<file path="config.mk">
export PLATFORM = sky130hd
export DESIGN_NAME = ps2_paddle_scheduler_flat
export DESIGN_NICKNAME = d
export VERILOG_FILES = /design/src/rtl/ps2_paddle_scheduler_if.sv /design/src/rtl/ps2_paddle_scheduler.sv /design/src/flat_wrapper.sv
export SDC_FILE = /design/constraint.sdc
export NUM_CORES = 1
export LEC_CHECK = 0
export CORE_MARGIN = 4
export CORE_UTILIZATION = 57
export CTS_CLUSTER_SIZE = 12
export DETAILED_ROUTE_END_ITERATION = 7
export PLACE_DENSITY = 0.82
export SLEW_MARGIN = 20
export SYNTH_ARGS = -nofsm -noshare
export SYNTH_HDL_FRONTEND = slang
export SYNTH_SLANG_ARGS = --single-unit
</file>
<file path="constraint.sdc">
create_clock -name CLOCK_50 -period 6.5 [get_ports CLOCK_50]
set_clock_uncertainty 0.1 [all_clocks]
set_input_delay 1.3 -clock CLOCK_50 [delete_from_list [all_inputs] [get_ports CLOCK_50]]
set_output_delay 1.3 -clock CLOCK_50 [all_outputs]
set_load 0.03 [all_outputs]
</file>
<file path="src/rtl/ps2_paddle_scheduler_if.sv">
// Bundle between the PS/2 receiver and the Pong paddle logic: scan-code byte
// stream in, per-player move strobes, held-key flags and move tick out.
interface ps2_paddle_scheduler_if;
  logic [7:0] received_data;
  logic       received_data_en;
  logic       p1_up;
  logic       p1_down;
  logic       p2_up;
  logic       p2_down;
  logic [3:0] keys_held;
  logic       move_tick;

  modport master (
    output received_data, received_data_en,
    input  p1_up, p1_down, p2_up, p2_down, keys_held, move_tick
  );

  modport slave (
    input  received_data, received_data_en,
    output p1_up, p1_down, p2_up, p2_down, keys_held, move_tick
  );
endinterface

</file>
<file path="src/rtl/ps2_paddle_scheduler.sv">
// PS/2 set-2 make/break parser with held-key tracking and rate-limited paddle strobes.
// Optional macro PS2_PREFIX_TIMEOUT_EN abandons a stale E0/F0 prefix after PREFIX_TIMEOUT idle cycles.
module ps2_paddle_scheduler #(
  parameter int MOVE_DIV       = 833333,
  parameter int PREFIX_TIMEOUT = 50000
) (
  input logic                    CLOCK_50,
  input logic                    reset,
  ps2_paddle_scheduler_if.slave  bus
);

  localparam logic [1:0] ST_IDLE = 2'd0;
  localparam logic [1:0] ST_E0   = 2'd1;
  localparam logic [1:0] ST_F0   = 2'd2;
  localparam logic [1:0] ST_E0F0 = 2'd3;

  localparam int CNT_W = $clog2(MOVE_DIV);

  logic [1:0]       state, state_next;
  logic [3:0]       held, held_next;
  logic [1:0]       pref, pref_next;
  logic [CNT_W-1:0] tick_cnt;
  logic             at_wrap;
  logic             byte_is_e0, byte_is_f0;
  logic             complete, is_ext, is_break;
  logic [3:0]       key_hit;
  logic             p1_go_up, p1_go_down, p2_go_up, p2_go_down;

`ifdef PS2_PREFIX_TIMEOUT_EN
  localparam int TO_W = $clog2(PREFIX_TIMEOUT + 1);
  logic [TO_W-1:0] prefix_cnt;
  logic            prefix_expired;

  assign prefix_expired = (state != ST_IDLE) && !bus.received_data_en &&
                          (prefix_cnt == TO_W'(PREFIX_TIMEOUT - 1));

  always_ff @(posedge CLOCK_50) begin
    if (reset || bus.received_data_en || state == ST_IDLE || prefix_expired)
      prefix_cnt <= '0;
    else
      prefix_cnt <= prefix_cnt + 1'b1;
  end
`endif

  assign byte_is_e0 = (bus.received_data == 8'hE0);
  assign byte_is_f0 = (bus.received_data == 8'hF0);
  assign is_ext     = (state == ST_E0) || (state == ST_E0F0);
  assign is_break   = (state == ST_F0) || (state == ST_E0F0);

  always_comb begin
    state_next = state;
    complete   = 1'b0;
    if (bus.received_data_en) begin
      case (state)
        ST_IDLE: begin
          if (byte_is_e0)      state_next = ST_E0;
          else if (byte_is_f0) state_next = ST_F0;
          else                 complete   = 1'b1;
        end
        ST_E0: begin
          if (byte_is_f0) state_next = ST_E0F0;
          else if (!byte_is_e0) begin
            complete   = 1'b1;
            state_next = ST_IDLE;
          end
        end
        // Break states swallow stray prefixes and wait for the actual code.
        default: begin
          if (!byte_is_e0 && !byte_is_f0) begin
            complete   = 1'b1;
            state_next = ST_IDLE;
          end
        end
      endcase
    end
`ifdef PS2_PREFIX_TIMEOUT_EN
    else if (prefix_expired) begin
      state_next = ST_IDLE;
    end
`endif
  end

  // Keypad 0x75/0x72 without E0 are deliberately not mapped.
  always_comb begin
    key_hit = 4'b0000;
    if (!is_ext) begin
      case (bus.received_data)
        8'h1D:   key_hit = 4'b0001;
        8'h1B:   key_hit = 4'b0010;
        8'h44:   key_hit = 4'b0100;
        8'h42:   key_hit = 4'b1000;
        default: key_hit = 4'b0000;
      endcase
    end else begin
      case (bus.received_data)
        8'h75:   key_hit = 4'b0100;
        8'h72:   key_hit = 4'b1000;
        default: key_hit = 4'b0000;
      endcase
    end
  end

  // Preference only follows fresh presses so typematic repeats cannot flip it.
  always_comb begin
    held_next = held;
    pref_next = pref;
    if (complete) begin
      if (is_break) begin
        held_next = held & ~key_hit;
      end else begin
        held_next = held | key_hit;
        if (key_hit[0] && !held[0]) pref_next[0] = 1'b0;
        if (key_hit[1] && !held[1]) pref_next[0] = 1'b1;
        if (key_hit[2] && !held[2]) pref_next[1] = 1'b0;
        if (key_hit[3] && !held[3]) pref_next[1] = 1'b1;
      end
    end
  end

  assign at_wrap    = (tick_cnt == CNT_W'(MOVE_DIV - 1));
  assign p1_go_up   = held[0] && (!held[1] || !pref[0]);
  assign p1_go_down = held[1] && (!held[0] ||  pref[0]);
  assign p2_go_up   = held[2] && (!held[3] || !pref[1]);
  assign p2_go_down = held[3] && (!held[2] ||  pref[1]);

  always_ff @(posedge CLOCK_50) begin
    if (reset) begin
      state         <= ST_IDLE;
      held          <= 4'b0000;
      pref          <= 2'b00;
      tick_cnt      <= '0;
      bus.move_tick <= 1'b0;
      bus.p1_up     <= 1'b0;
      bus.p1_down   <= 1'b0;
      bus.p2_up     <= 1'b0;
      bus.p2_down   <= 1'b0;
    end else begin
      state         <= state_next;
      held          <= held_next;
      pref          <= pref_next;
      tick_cnt      <= at_wrap ? '0 : tick_cnt + 1'b1;
      bus.move_tick <= at_wrap;
      bus.p1_up     <= at_wrap && p1_go_up;
      bus.p1_down   <= at_wrap && p1_go_down;
      bus.p2_up     <= at_wrap && p2_go_up;
      bus.p2_down   <= at_wrap && p2_go_down;
    end
  end

  assign bus.keys_held = held;

endmodule

</file>
<file path="src/flat_wrapper.sv">
// flat-port wrapper written by rule: the top's interface ports become plain ports
module ps2_paddle_scheduler_flat 
#(
  parameter int MOVE_DIV       = 833333,
  parameter int PREFIX_TIMEOUT = 50000
)
  (CLOCK_50, reset, bus_received_data, bus_received_data_en, bus_p1_up, bus_p1_down, bus_p2_up, bus_p2_down, bus_keys_held, bus_move_tick);
  ps2_paddle_scheduler_if bus_i ();
  input logic CLOCK_50;
  input logic reset;
  input wire logic [$bits(bus_i.received_data)-1:0] bus_received_data;
  input wire logic [$bits(bus_i.received_data_en)-1:0] bus_received_data_en;
  output wire logic [$bits(bus_i.p1_up)-1:0] bus_p1_up;
  output wire logic [$bits(bus_i.p1_down)-1:0] bus_p1_down;
  output wire logic [$bits(bus_i.p2_up)-1:0] bus_p2_up;
  output wire logic [$bits(bus_i.p2_down)-1:0] bus_p2_down;
  output wire logic [$bits(bus_i.keys_held)-1:0] bus_keys_held;
  output wire logic [$bits(bus_i.move_tick)-1:0] bus_move_tick;
  assign bus_i.received_data = bus_received_data;
  assign bus_i.received_data_en = bus_received_data_en;
  assign bus_p1_up = bus_i.p1_up;
  assign bus_p1_down = bus_i.p1_down;
  assign bus_p2_up = bus_i.p2_up;
  assign bus_p2_down = bus_i.p2_down;
  assign bus_keys_held = bus_i.keys_held;
  assign bus_move_tick = bus_i.move_tick;
  ps2_paddle_scheduler #(.MOVE_DIV(MOVE_DIV), .PREFIX_TIMEOUT(PREFIX_TIMEOUT)) u_core (.CLOCK_50(CLOCK_50), .reset(reset), .bus(bus_i));
endmodule
</file>
==> impl_metrics.ini <==
[yosys]
ys_seq_area_share_pct = 44.4
synth.distinct_cells = 37
synthesis.area_per_instance_sq_um = 9.23
synth_fp_nets = 174
synth.ff_latch_count = 33
synth_edf_count = 0
syn_area_sq_um = 1490
synthArstFlopShare_pct = 0
synth_ff_type = dfxtp_1
yosysWarnings = 0
synthCells = 161

[timing]
finalSetupTns_ns = 0
min_period_over_period_pct = 43.9
worst_pin_slew_ns = 0.497
fin_crit_ns = 2.85
hold_viol = 0
setup_viol = 0
max_freq_mhz = 351
layout_setup_ws_ns = 3.65
rsz0062_at_grt = false
slew_headroom_pct = 66.7
drv_slew = 0
hold_slack_ns = 0.396

[worst_setup_path]
criticalPathCategory = flip-flop to output port
path_buf_inv = 1
cpLargestDelayFamily = buffers and inverters
critPathRequiredTime_ns = 5.10
end_kind = output port
worst_setup_path_start_kind = flip-flop
cpPeakStageDelay_ns = 0.70
cpMaxStageDelayCell = clkdlybuf4s50_1
crit_path_max_fanout = 5
ff2ff_setup_slack_ns = 4.26
crit_chain = clkdlybuf4s50_1
worstPathArrival_ns = 1.45

[global_routing]
antenna_found_initial = 0
grt-ovfl-total = 0
grt_pass1_wl_mm = 5.02
grt_usage_pct = 19.2
grt_pass1_vias = 1156
grt_max_degree = 20

[finish]
n_antenna_cell = 0
layout.cells.non_filler = 216
drive_above_1_share_pct = 6.99
syn2layout_area_growth_pct = 19.0
fin_nets = 198
fill_cells = 200

[power]
ir_drop_uv = 186
power_frac_comb_pct = 5.8
power_density_nw_per_um2 = 201
p_switching_uw = 78.0
power_leakage_nw = 0.615
seqPwrFrac_pct = 58.3
clkPwrFrac_pct = 35.9
switching_share_pct = 22.0
p_int_uw = 277

[clock_tree]
cts_sinks = 33
hold_buffers = 0
clk_latency_ns = 0.33
path_clk_slew_ns = 0.10
root_buffer = clkbuf_4
cts_buffers = 5
post_cts_buffers = 0
cts_htree_levels = 2
cts_resized = 0
cts_tree = built
clock_path_buffers = 2

[route]
routed_wl_mm = 2.92
drtIter0Drc = 44
remaining_drc_errors = 0
routedWlPerCell_microns = 13.5
final_antenna_net_count = 0
first_pass_iters = 4
via_per_inst = 5.79
num_vias = 1250

[floorplanning]
die_area_sq_um = 3490
initial_core_util_pct = 60.0
row_count = 18
core-area_sq_um = 2480
dieHeight_microns = 59.1
io_pins = 20
dieWidth_microns = 59.1

[placement]
place_inst = 208
hpwl_mm = 2.21
gp_congestion = 0.873
place_ws_ns = 3.34
numPortBuffers = 19

[job]
max_cap_violations = 0

[status]
outcome = completed

[worst_hold_path]
hold_path_class = flip-flop to flip-flop
metrics by stage:
stage	util (%)	instance area (sq um)	total power, mW
2_1_floorplan	-	1490	0.222
3_3_place_gp	68.6	1700	0.231
3_5_place_dp	68.6	1700	0.232
4_1_cts	71.4	1770	0.360
5_1_grt	71.4	1770	0.371
6_report	71.4	1770	0.355
synthesized netlist by cell type, types with 3 or more instances:
library cell	count	area [sq um]
nor4_1	6	37.5
a21oi_1	5	25.0
mux2i_1	4	40.0
and3_1	5	31.3
inv_1	6	22.5
xor2_1	6	52.6
nor4bb_1	3	30.0
nand3_1	7	35.0
nand4b_1	4	35.0
nand4_1	6	37.5
xnor2_1	9	78.8
nor2_1	27	101
dfxtp_1	33	661
nand2_1	6	22.5
nand2b_1	3	18.8
nor3_1	4	20.0
path summary, 6_finish.rpt:
| kind | to | depth (start not counted) | from |
|---|---|---|---|
| worst max-delay path | bus_keys_held[0] | 1 | flip-flop |
| worst min-delay path | u_core.tick_cnt[0] | 1 | u_core.tick_cnt[0] |
| worst max register to register | u_core.tick_cnt[10] | 4 | u_core.tick_cnt[6] |
| worst min register to register | u_core.tick_cnt[0] | 1 | u_core.tick_cnt[0] |
layout make-up:
type                    instances  area, sq um  share of cell area [%]
flip-flops and latches         33          661                    37.3
clock buffers                   7         65.1                    3.68
clock inverters                 1         5.00                   0.283
multi-input cells             120          788                    44.6
inverters                       6         22.5                    1.27
repair buffers                 19          190                    10.7
well taps                      30         37.5                    2.12
routing by layer:
metal,part of all wire (%),global-route usage (%),vias up,wire length [microns]
met1,47,23.1,576,1370
met3,5.6,6.97,8,163
met4,2.2,9.39,0,63
met5,0,0,-,0
met2,45,30.1,26,1320
li1,-,-,640,-
placed cells by master (no fill, tap or decap), types with 6 or more instances in the layout:
cell type	count
nor2_1	27
xnor2_1	9
nand2_1	6
xor2_1	6
nand3_1	7
nor4_1	6
nand4_1	6
inv_1	6
clkdlybuf4s50_1	19
dfxtp_1	33
power groups by stage:
| stage | Clock (mW) | Combinational (mW) | Sequential [mW] |
|---|---|---|---|
| floorplan | 0 | 0.0104 | 0.211 |
| global placement | 0 | 0.0198 | 0.211 |
| CTS | 0.132 | 0.0204 | 0.207 |
| global route | 0.141 | 0.0226 | 0.208 |
| finish | 0.128 | 0.0205 | 0.207 |
| detailed placement | 0 | 0.0203 | 0.212 |
logic make-up (layout without fill, tap and decap cells):
kind of cell / Yosys count / after routing / share of synthesized area (%)
fa+ha+maj: 2 / 2 / 1.68
compound gates: 15 / 15 / 7.58
xor+xnor: 15 / 15 / 8.84
flops: 33 / 33 / 44.4
simple gates: 84 / 84 / 32.2
mux: 4 / 4 / 2.69
buf+inv: 8 / 33 / 2.52
No activity file was read; power rests on OpenSTA's default activity.
